--- config.mk ---
export PLATFORM = sky130hd
export DESIGN_NAME = clk_step_ctrl
export DESIGN_NICKNAME = d
export VERILOG_FILES = /design/src/rtl/clk_step_ctrl.sv
export SDC_FILE = /design/constraint.sdc
export NUM_CORES = 1
export LEC_CHECK = 0
export ABC_AREA = 1
export CAP_MARGIN = 20
export CORE_ASPECT_RATIO = 1.2
export CORE_MARGIN = 2
export CORE_UTILIZATION = 50
export DETAILED_ROUTE_END_ITERATION = 10
export DONT_BUFFER_PORTS = 1
export PLACE_DENSITY = 0.66
export SYNTH_ARGS = -nofsm -noshare
export SYNTH_HDL_FRONTEND = slang
export SYNTH_SLANG_ARGS = --single-unit
export TNS_END_PERCENT = 50
--- constraint.sdc ---
create_clock -name Clk -period 2.5 [get_ports Clk]
set_input_delay 0.5 -clock Clk [delete_from_list [all_inputs] [get_ports Clk]]
set_output_delay 0.5 -clock Clk [all_outputs]
set_load 0.005 [all_outputs]
--- src/rtl/clk_step_ctrl.sv ---
// clk_step_ctrl: run/halt/single-step controller that issues one-cycle CpuEn pulses to the core.
//
// Ports:
//   Clk        system clock, all logic on posedge
//   Rst        synchronous reset, active-low
//   DivSel     tick rate: 00 every Clk, 01 DIV_FAST, 10/11 DIV_SLOW
//   RunReq     level; a rising edge while halted starts free running
//   HaltReq    level; high forces HALT, overriding run and step
//   StepBtn    raw asynchronous push button, active-high
//   CpuEn      registered one-cycle enable to the core
//   Running    high while in RUN
//   StepCnt    count of CpuEn pulses issued, wraps
//   Halted     high while in HALT
//
// Optional build macro CLK_STEP_BREAK_EN adds the breakpoint ports
//   Pc, BreakAddr, BreakValid (inputs) and BreakHit (sticky output).
module clk_step_ctrl #(
    parameter int DIV_W    = 26,
    parameter int DIV_FAST = 5000000,
    parameter int DIV_SLOW = 50000000,
    parameter int DEB_CNT  = 1000000,
    parameter int CNT_W    = 16
) (
    input  logic             Clk,
    input  logic             Rst,
    input  logic [1:0]       DivSel,
    input  logic             RunReq,
    input  logic             HaltReq,
    input  logic             StepBtn,
`ifdef CLK_STEP_BREAK_EN
    input  logic [31:0]      Pc,
    input  logic [31:0]      BreakAddr,
    input  logic             BreakValid,
    output logic             BreakHit,
`endif
    output logic             CpuEn,
    output logic             Running,
    output logic [CNT_W-1:0] StepCnt,
    output logic             Halted
);
    localparam logic [1:0] HALT      = 2'd0;
    localparam logic [1:0] RUN       = 2'd1;
    localparam logic [1:0] STEP_WAIT = 2'd2;
    localparam int         DEB_W     = $clog2(DEB_CNT + 1);

    logic [1:0]       state;
    logic [1:0]       nextState;
    logic             enNext;
    logic             stopRun;
    logic             runHold;
    logic [DIV_W-1:0] divCnt;
    logic [DIV_W-1:0] divLast;
    logic [1:0]       divSelQ;
    logic             selChg;
    logic             tick;
    logic             btnMeta;
    logic             btnSync;
    logic             debLevel;
    logic [DEB_W-1:0] debCnt;
    logic             stepPulse;
    logic             runReqD;
    logic             runRise;

    // Divider restarts from zero whenever the rate selection changes, so the
    // first tick at a new rate is always a full period away.
    always_comb begin
        divLast = DivSel == 2'b00 ? '0 :
                  DivSel == 2'b01 ? DIV_W'(DIV_FAST - 1) : DIV_W'(DIV_SLOW - 1);
        selChg  = DivSel != divSelQ;
        tick    = !selChg && divCnt == divLast;
    end

    always_ff @(posedge Clk) begin
        if (!Rst) begin
            divCnt  <= '0;
            divSelQ <= 2'b00;
        end else begin
            divSelQ <= DivSel;
            divCnt  <= (selChg || tick) ? '0 : divCnt + DIV_W'(1);
        end
    end

    // Debounce counts consecutive cycles the synced button differs from the
    // accepted level; returning to the accepted level restarts the count.
    always_ff @(posedge Clk) begin
        if (!Rst) begin
            btnMeta   <= 1'b0;
            btnSync   <= 1'b0;
            debLevel  <= 1'b0;
            debCnt    <= '0;
            stepPulse <= 1'b0;
        end else begin
            btnMeta   <= StepBtn;
            btnSync   <= btnMeta;
            stepPulse <= 1'b0;
            if (btnSync == debLevel)
                debCnt <= '0;
            else if (debCnt == DEB_W'(DEB_CNT - 1)) begin
                debCnt    <= '0;
                debLevel  <= btnSync;
                stepPulse <= btnSync;
            end else
                debCnt <= debCnt + DEB_W'(1);
        end
    end

    assign runRise = RunReq & ~runReqD;
    assign stopRun = HaltReq || !RunReq;

`ifdef CLK_STEP_BREAK_EN
    logic breakMask;
    logic breakNow;

    // The breakpoint is judged on the pulse in flight: the core executes the
    // instruction at Pc while CpuEn is high. The first pulse after a resume
    // is exempt so the core can step off the breakpoint.
    assign breakNow = state == RUN && CpuEn && BreakValid && Pc == BreakAddr && !breakMask;
    assign runHold  = !stopRun && !breakNow;

    always_ff @(posedge Clk) begin
        if (!Rst) begin
            BreakHit  <= 1'b0;
            breakMask <= 1'b0;
        end else if (state == HALT && nextState == RUN) begin
            BreakHit  <= 1'b0;
            breakMask <= 1'b1;
        end else begin
            if (breakNow)
                BreakHit <= 1'b1;
            if (state == RUN && CpuEn)
                breakMask <= 1'b0;
        end
    end
`else
    assign runHold = !stopRun;
`endif

    // Run request beats a simultaneous step; a step seen outside HALT is dropped.
    always_comb begin
        nextState = state == HALT      ? (HaltReq ? HALT : runRise ? RUN : stepPulse ? STEP_WAIT : HALT) :
                    state == RUN       ? (runHold ? RUN : HALT) :
                    state == STEP_WAIT ? ((HaltReq || tick) ? HALT : STEP_WAIT) : HALT;
        enNext    = tick && ((state == RUN && runHold) || (state == STEP_WAIT && !HaltReq));
    end

    always_ff @(posedge Clk) begin
        if (!Rst) begin
            state   <= HALT;
            CpuEn   <= 1'b0;
            StepCnt <= '0;
            runReqD <= 1'b0;
        end else begin
            state   <= nextState;
            CpuEn   <= enNext;
            StepCnt <= StepCnt + CNT_W'(enNext);
            runReqD <= RunReq;
        end
    end

    assign Running = state == RUN;
    assign Halted  = state == HALT;
endmodule

==> results of run 1 <==
area by class of cell:
| cell class | count | share of cell area [%] |
|---|---|---|
| tap | 90 | 2.608 |
| multi-input combinational | 368 | 46.02 |
| timing repair buffer | 31 | 5.390 |
| clock inverter | 7 | 3.303 |
| sequential | 72 | 34.08 |
| inverter | 66 | 5.737 |
| clock buffer | 9 | 2.869 |
power by group:
group          internal, mW  total, mW  leakage [nW]  switching [mW]
Combinational        0.0188     0.0580         0.899          0.0391
Clock                 0.767       1.24         0.134           0.469
Sequential             1.15       1.15         0.591         0.00391
Total                  1.93       2.45          1.62           0.512
cell usage in the layout (no fill, tap or decap), types with 5 or more instances in the layout:
cell type / count
a21oi_1: 26
nand4_1: 20
buf_4: 31
nand2_1: 99
nand3_2: 5
o21ai_0: 10
nor2_1: 80
dfxtp_1: 56
inv_2: 7
nand3_1: 28
nor3_1: 14
clkbuf_8: 9
dfxtp_2: 12
xnor2_1: 6
inv_1: 58
nor2_2: 9
xor2_1: 18
a21oi_2: 5
nand2_2: 7
per-layer routing:
metal  vias to the layer above  global-route usage [%]  share of wire (%)
met5                         -                       0                  0
met4                         0                   7.821                1.3
met3                        12                   5.297                3.9
met2                        60                   37.27                 52
met1                      1545                   26.24                 43
li1                       1715                       -                  -
cells in the mapped netlist (3+ instances only):
library cell	n
nor3_2	4
ha_1	4
nand3_1	32
xor2_1	18
dfxtp_1	72
o21ai_0	13
or2_2	3
nand2_1	105
nand3b_1	3
a21oi_2	5
nand2_2	3
xnor2_1	6
nand4_1	20
nor3_1	15
or2_0	3
nor2_2	7
nor2_1	84
a21oi_1	26
and3_1	3
inv_1	63
worst max-delay path, cell delays in order (launching register included):
cell and delay, ns:
dfxtp_4 0.39, nand2_4 0.06, inv_2 0.06, nand3_2 0.07, nand2_2 0.08, nand3_2 0.10, nor2_4 0.13, nand3_2 0.11
nor2_2 0.12, ha_2 0.20, ha_4 0.15, nand2_4 0.06, nor3_4 0.15, nand2_1 0.12, nor2_2 0.16, nand4_1 0.13
o21ai_1 0.15, nor2_1 0.06
cells by family after synthesis:
kind of cell | count (synthesis)
xor gates and xnor gates | 24
adders and majority gates | 4
AOI/OAI and AO/OA | 47
DFF | 72
and+or+nand+nor | 293
buffers and inverters | 73
worst paths after layout:
kind         startpoint  slack, ns     endpoint  cells after the start
max           divCnt[8]       0.09  StepCnt[14]                     17
min           DivSel[0]       0.24   divSelQ[0]                      2
max reg2reg   divCnt[8]       0.09  StepCnt[14]                     17
min reg2reg     btnMeta       0.43      btnSync                      2
state kept, by name, summed over array words and instances, names as in the netlist:
register	flops
btnSync	1
divSelQ	2
state	2
btnMeta	1
runReqD	1
debLevel	1
CpuEn	1
debCnt	20
divCnt	26
StepCnt	16
stepPulse	1
metrics by stage:
step                      instances  power, mW  TNS (ns)  worst slack (ns)  hold slack [ns]
final                           643      2.446         0           0.08682           0.2437
after CTS                       639      2.464         0           0.04367           0.2370
after floorplan                 513      1.240         0           0.01094           0.3905
after detailed placement        623      1.238   -0.7078           -0.2122           0.4034
after global routing            643      2.518   -0.3179           -0.1055           0.2435
after global placement          623      1.237   -0.3119          -0.09230           0.4003
timing repair:
item | in CTS | in global routing
pin swaps | 0 | 17
buffers inserted | 0 | 4
resized for setup | 4 | 50
endpoints found under the setup margin | 3 | 7
==> reports/metrics.cfg, run 1 <==
[layout]
layout.nets=559
areaGrowthSynthToFinish_pct=18.63
multi_input_area_mm2=0.001987
drive_gt1_share_pct=21.52
seq_area_mm2=0.001471
nFillCells=646
final_util_pct=60.42
n_antenna_cell=0
finalInstanceArea_mm2=0.004318

[timing]
setup_violations=0
slew_viol_final=0
rsz0062_at_grt=true
finalHoldViolations=0
max_slew.worst_pin.slew_ns=0.6893
fin_skew_ns=0.01145
slew_headroom_pct=53.93
fmax_mhz=414.4
fin_crit_sh_pct=96.53
period_needed_ns=2.413

[yosys]
synth_area_leaders=dfxtp_1, nand2_1, nor2_1
seq_area_frac_synth_pct=39.60
synthCells=513
syn_nets=524
ys_types=38
synth_adder_area_share_pct=1.375
synth_compound_area_share_pct=7.047
synth_xor_area_share_pct=5.775
synth_area_leader_cell=dfxtp_1
synth_top_family_by_area=simple AND/OR/NAND/NOR gates
ys.flop_type=dfxtp_1
synth.mux.area_fraction_pct=0
synth-simple-area-share_pct=37.57
netlist_area_mm2=0.003640
synth_async_sr_flop_share_pct=0
synth_top_area_share_pct=39.60
syn_avg_cell_area_um2=7.095
synth_edf_count=0
yosysWarnings=0
synth-seq-cells=72

[setup_path]
required_ns=2.76
cp-end-kind=flop
cp-start-kind=flop
critPathKind=reg -> reg
crit_fanout=3
crit_arrival_ns=2.67

[route]
vias_per_cell=5.182
routed_wl_um=8439
wire_per_inst_um=13.12
firstDrtPassIters=5
num_vias=3332
remaining_drc_errors=0
drt-initial-drc-count=160
ant_nets=0

[clock_tree]
clk_pin_slew_worst_paths_ns=0.09
h-tree-depth=3
cts_tree=yes
cts_made_buffers=9
cts_max_path_buffers=2
root_buffer=clkbuf_8
hold_buffers=0
insertion_delay_ns=0.35
clkSinkCount=72

[floorplan]
initial_core_util_pct=50.93
fp.dieW_um=81.89
die_h_um=97.47
rows=34
die_area_mm2=0.007981
io_pins=26
core-area_mm2=0.007147

[placement]
gp_congestion=0.9004
dp_hpwl_um=5957
port_buffers=0
place_area_mm2=0.003889

[pwr]
ir_drop_mv=0.3447
cellLeakagePower_nw=1.623
power.density_mw_per_mm2=566.5

[global_routing]
grt_max_degree=27
grt_overflow=0
grt_pass1_vias=3153
antenna_found_initial=0
grtUsageTotal_pct=21.91
grt_pass1_wl_um=13740

[job]
maxCapViolCount=0

[hold_path]
min-delay-path-class=in -> reg

[run_status]
status=completed

(Power assumes the default switching activity.)
==> run 2, diff against run 1 <==
--- a/config.mk
+++ b/config.mk
@@ -6,9 +6,7 @@
 export NUM_CORES = 1
 export LEC_CHECK = 0
 export ABC_AREA = 1
-export CAP_MARGIN = 20
 export CORE_ASPECT_RATIO = 1.2
-export CORE_MARGIN = 2
 export CORE_UTILIZATION = 50
 export DETAILED_ROUTE_END_ITERATION = 10
 export DONT_BUFFER_PORTS = 1
==> reports/metrics.cfg, run 2 (synthesis gave the netlist of run 1 again) <==
[run_status]
status=completed  ; unchanged

[placement]
port_buffers=0  ; unchanged
pre_cts_slack_ns=-0.2644  ; was -0.2122 ns
gp_congestion=0.9022  ; was 0.9004
dp_hpwl_um=5963  ; was 5957 um
placedCellCount=629  ; was 623

[floorplan]
fp.dieW_um=79.89  ; was 81.89 um
core-area_mm2=0.006937  ; was 0.007147 mm2
rows=33  ; was 34
io_pins=26  ; unchanged
initial_core_util_pct=52.47  ; was 50.93%
die_h_um=95.47  ; was 97.47 um
die_area_mm2=0.007626  ; was 0.007981 mm2

[global_routing]
antenna_found_initial=0  ; unchanged
grt_pass1_vias=3064  ; was 3153
grtUsageTotal_pct=22.47  ; was 21.91%
grt_overflow=0  ; unchanged
grt_pass1_wl_um=13180  ; was 13740 um
grt_max_degree=27  ; unchanged

[clock_tree]
cts_made_buffers=9  ; unchanged
root_buffer=clkbuf_8  ; unchanged
cts_tree=yes  ; unchanged
clkSinkCount=72  ; unchanged
clk_pin_slew_worst_paths_ns=0.09  ; about the same
cts_max_path_buffers=2  ; unchanged
hold_buffers=0  ; unchanged
h-tree-depth=3  ; unchanged
insertion_delay_ns=0.35  ; about the same

[route]
drt-initial-drc-count=141  ; was 160
num_vias=3365  ; was 3332
wire_per_inst_um=12.59  ; was 13.12 um
remaining_drc_errors=0  ; unchanged
routed_wl_um=8171  ; was 8439 um
ant_nets=0  ; unchanged
vias_per_cell=5.185  ; was 5.182
firstDrtPassIters=4  ; was 5

[timing]
slew_headroom_pct=71.11  ; was 53.93%
fmax_mhz=423.0  ; was 414.4 MHz
setup_violations=0  ; unchanged
max_slew.worst_pin.slew_ns=0.4301  ; was 0.6893 ns
finalWorstSetupSlack_ns=0.1357  ; was 0.08682 ns
tns_ns=0  ; unchanged
slew_viol_final=0  ; unchanged
finalHoldViolations=0  ; unchanged
fin_skew_ns=0.01165  ; was 0.01145 ns
period_needed_ns=2.364  ; was 2.413 ns
fin_crit_sh_pct=94.57  ; was 96.53%

[setup_path]
required_ns=2.75  ; was 2.76 ns
reg2reg_to=StepCnt[12]  ; was StepCnt[14]
worst_path_most_repeated_cell=nand3_2  ; unchanged
reg2regPathDepth=17  ; unchanged
rrSetupSlack_ns=0.14  ; was 0.09 ns
cp-end-kind=flop  ; unchanged
critical_path.max_stage_delay_ns=0.37  ; was 0.39 ns
cp-start-kind=flop  ; unchanged
crit_arrival_ns=2.62  ; was 2.67 ns
r2r-start=divCnt[9]  ; was divCnt[8]
crit_fanout=4  ; was 3
critPathKind=reg -> reg  ; unchanged
worst_path_max_delay_cell=dfxtp_2  ; was dfxtp_4
crit_chain=nand2_2 -> inv_2 -> nand3_2 -> nand2_1 -> nand3_2 -> nor2_4 -> nand3_2 -> nor2_2 -> ha_2 -> ha_4 -> nand2_4 -> nor3_4 -> nand2_2 -> nor2_4 -> nand4_1 -> o21ai_1 -> nor2_1  ; was nand2_4 -> inv_2 -> nand3_2 -> nand2_2 -> nand3_2 -> nor2_4 -> nand3_2 -> nor2_2 -> ha_2 -> ha_4 -> nand2_4 -> nor3_4 -> nand2_1 -> nor2_2 -> nand4_1 -> o21ai_1 -> nor2_1

[pwr]
cellLeakagePower_nw=1.619  ; was 1.623 nW
p_total_mw=2.271  ; was 2.446 mW
p_comb_share_pct=2.7  ; was 2.4%
clkPwrFrac_pct=46.5  ; was 50.5%
switching_share_pct=23.10  ; was 20.92%
p_int_mw=1.746  ; was 1.934 mW
p_switching_mw=0.5247  ; was 0.5118 mW
seqPwrFrac_pct=50.8  ; was 47.1%
power.density_mw_per_mm2=526.0  ; was 566.5 mW/mm2
ir_drop_mv=0.2812  ; was 0.3447 mV

[hold_path]
min_from=DivSel[1]  ; was DivSel[0]
min-delay-path-class=in -> reg  ; unchanged
hold-path-endpoint=divSelQ[1]  ; was divSelQ[0]
holdPathStages=2  ; unchanged

[layout]
reg.largest.list=divCnt: 26 flops, debCnt: 20 flops, StepCnt: 16 flops  ; unchanged
final_cell_mix=nand2_1, nor2_1, dfxtp_1, inv_1, buf_4  ; was nand2_1, nor2_1, inv_1
final_common_cell=nand2_1  ; unchanged
top_register=divCnt  ; unchanged
drive_gt1_share_pct=21.17  ; was 21.52%
n_antenna_cell=0  ; unchanged
layout.nets=568  ; was 559
final_util_pct=62.25  ; was 60.42%
nFillCells=639  ; was 646
largest_reg_flops=26  ; unchanged
areaGrowthSynthToFinish_pct=18.63  ; unchanged
fin_cells=649  ; was 643

[job]
maxCapViolCount=0  ; unchanged

[run 2: worst max-delay path by stage]
stage	slack (ns)	end	startpoint	cells past startpoint
floorplan	0.01	StepCnt[12]	DivSel[1]	14
finish	0.14	StepCnt[12]	divCnt[9]	17
CTS	0.01	StepCnt[14]	divCnt[9]	18
detailed placement	-0.26	StepCnt[14]	DivSel[1]	19
global route	-0.04	StepCnt[12]	divCnt[9]	17
global placement	-0.14	StepCnt[12]	DivSel[1]	18
[run 2: critical path, delay by kind of cell, from the launching register on]
family	cells	cell delay [ns]
buf+inv	1	0.07
fa+ha+maj	2	0.36
flops	1	0.37
compound gates	1	0.15
simple gates	13	1.30
[run 2: power by group through the flow]
stage                     clock network, mW  logic [mW]  registers (mW)
after global placement                    0      0.0565            1.18
after global routing                   1.12      0.0710            1.16
after CTS                              1.07      0.0582            1.16
after detailed placement                  0      0.0582            1.18
final                                  1.05      0.0616            1.15
after floorplan                           0      0.0574            1.18
[run 2: final cells by class]
cell class | count | area [um2] | share of cell area [%]
Clock inverter | 7 | 102.6 | 2.376
Clock buffer | 9 | 123.9 | 2.869
Timing Repair Buffer | 40 | 300.3 | 6.955
Sequential cell | 72 | 1459 | 33.79
Multi-Input combinational cell | 368 | 1976 | 45.75
Tap cell | 87 | 108.9 | 2.521
Inverter | 66 | 247.7 | 5.737
[run 2: stage by stage]
stage	cell area (um2)	hold WS (ns)
after global routing	4318	0.2372
after global placement	3953	0.3918
after CTS	4190	0.2305
final	4318	0.2405
after detailed placement	3953	0.4059
after floorplan	3640	0.3905
[run 2: timing repair]
action / CTS / global route
endpoints found under the setup margin: 4 / 8
buffers inserted: 0 / 4
gates resized for setup: 5 / 38
pin swaps: 0 / 17
cloned: 0 / 0
[run 2: routing by layer]
metal	track usage (%)	vias to the layer above	wire [um]
met2	39.74	84	4110
met1	25.48	1532	3451
met3	4.689	19	391
met5	0	-	0
li1	-	1730	-
met4	11.01	0	217
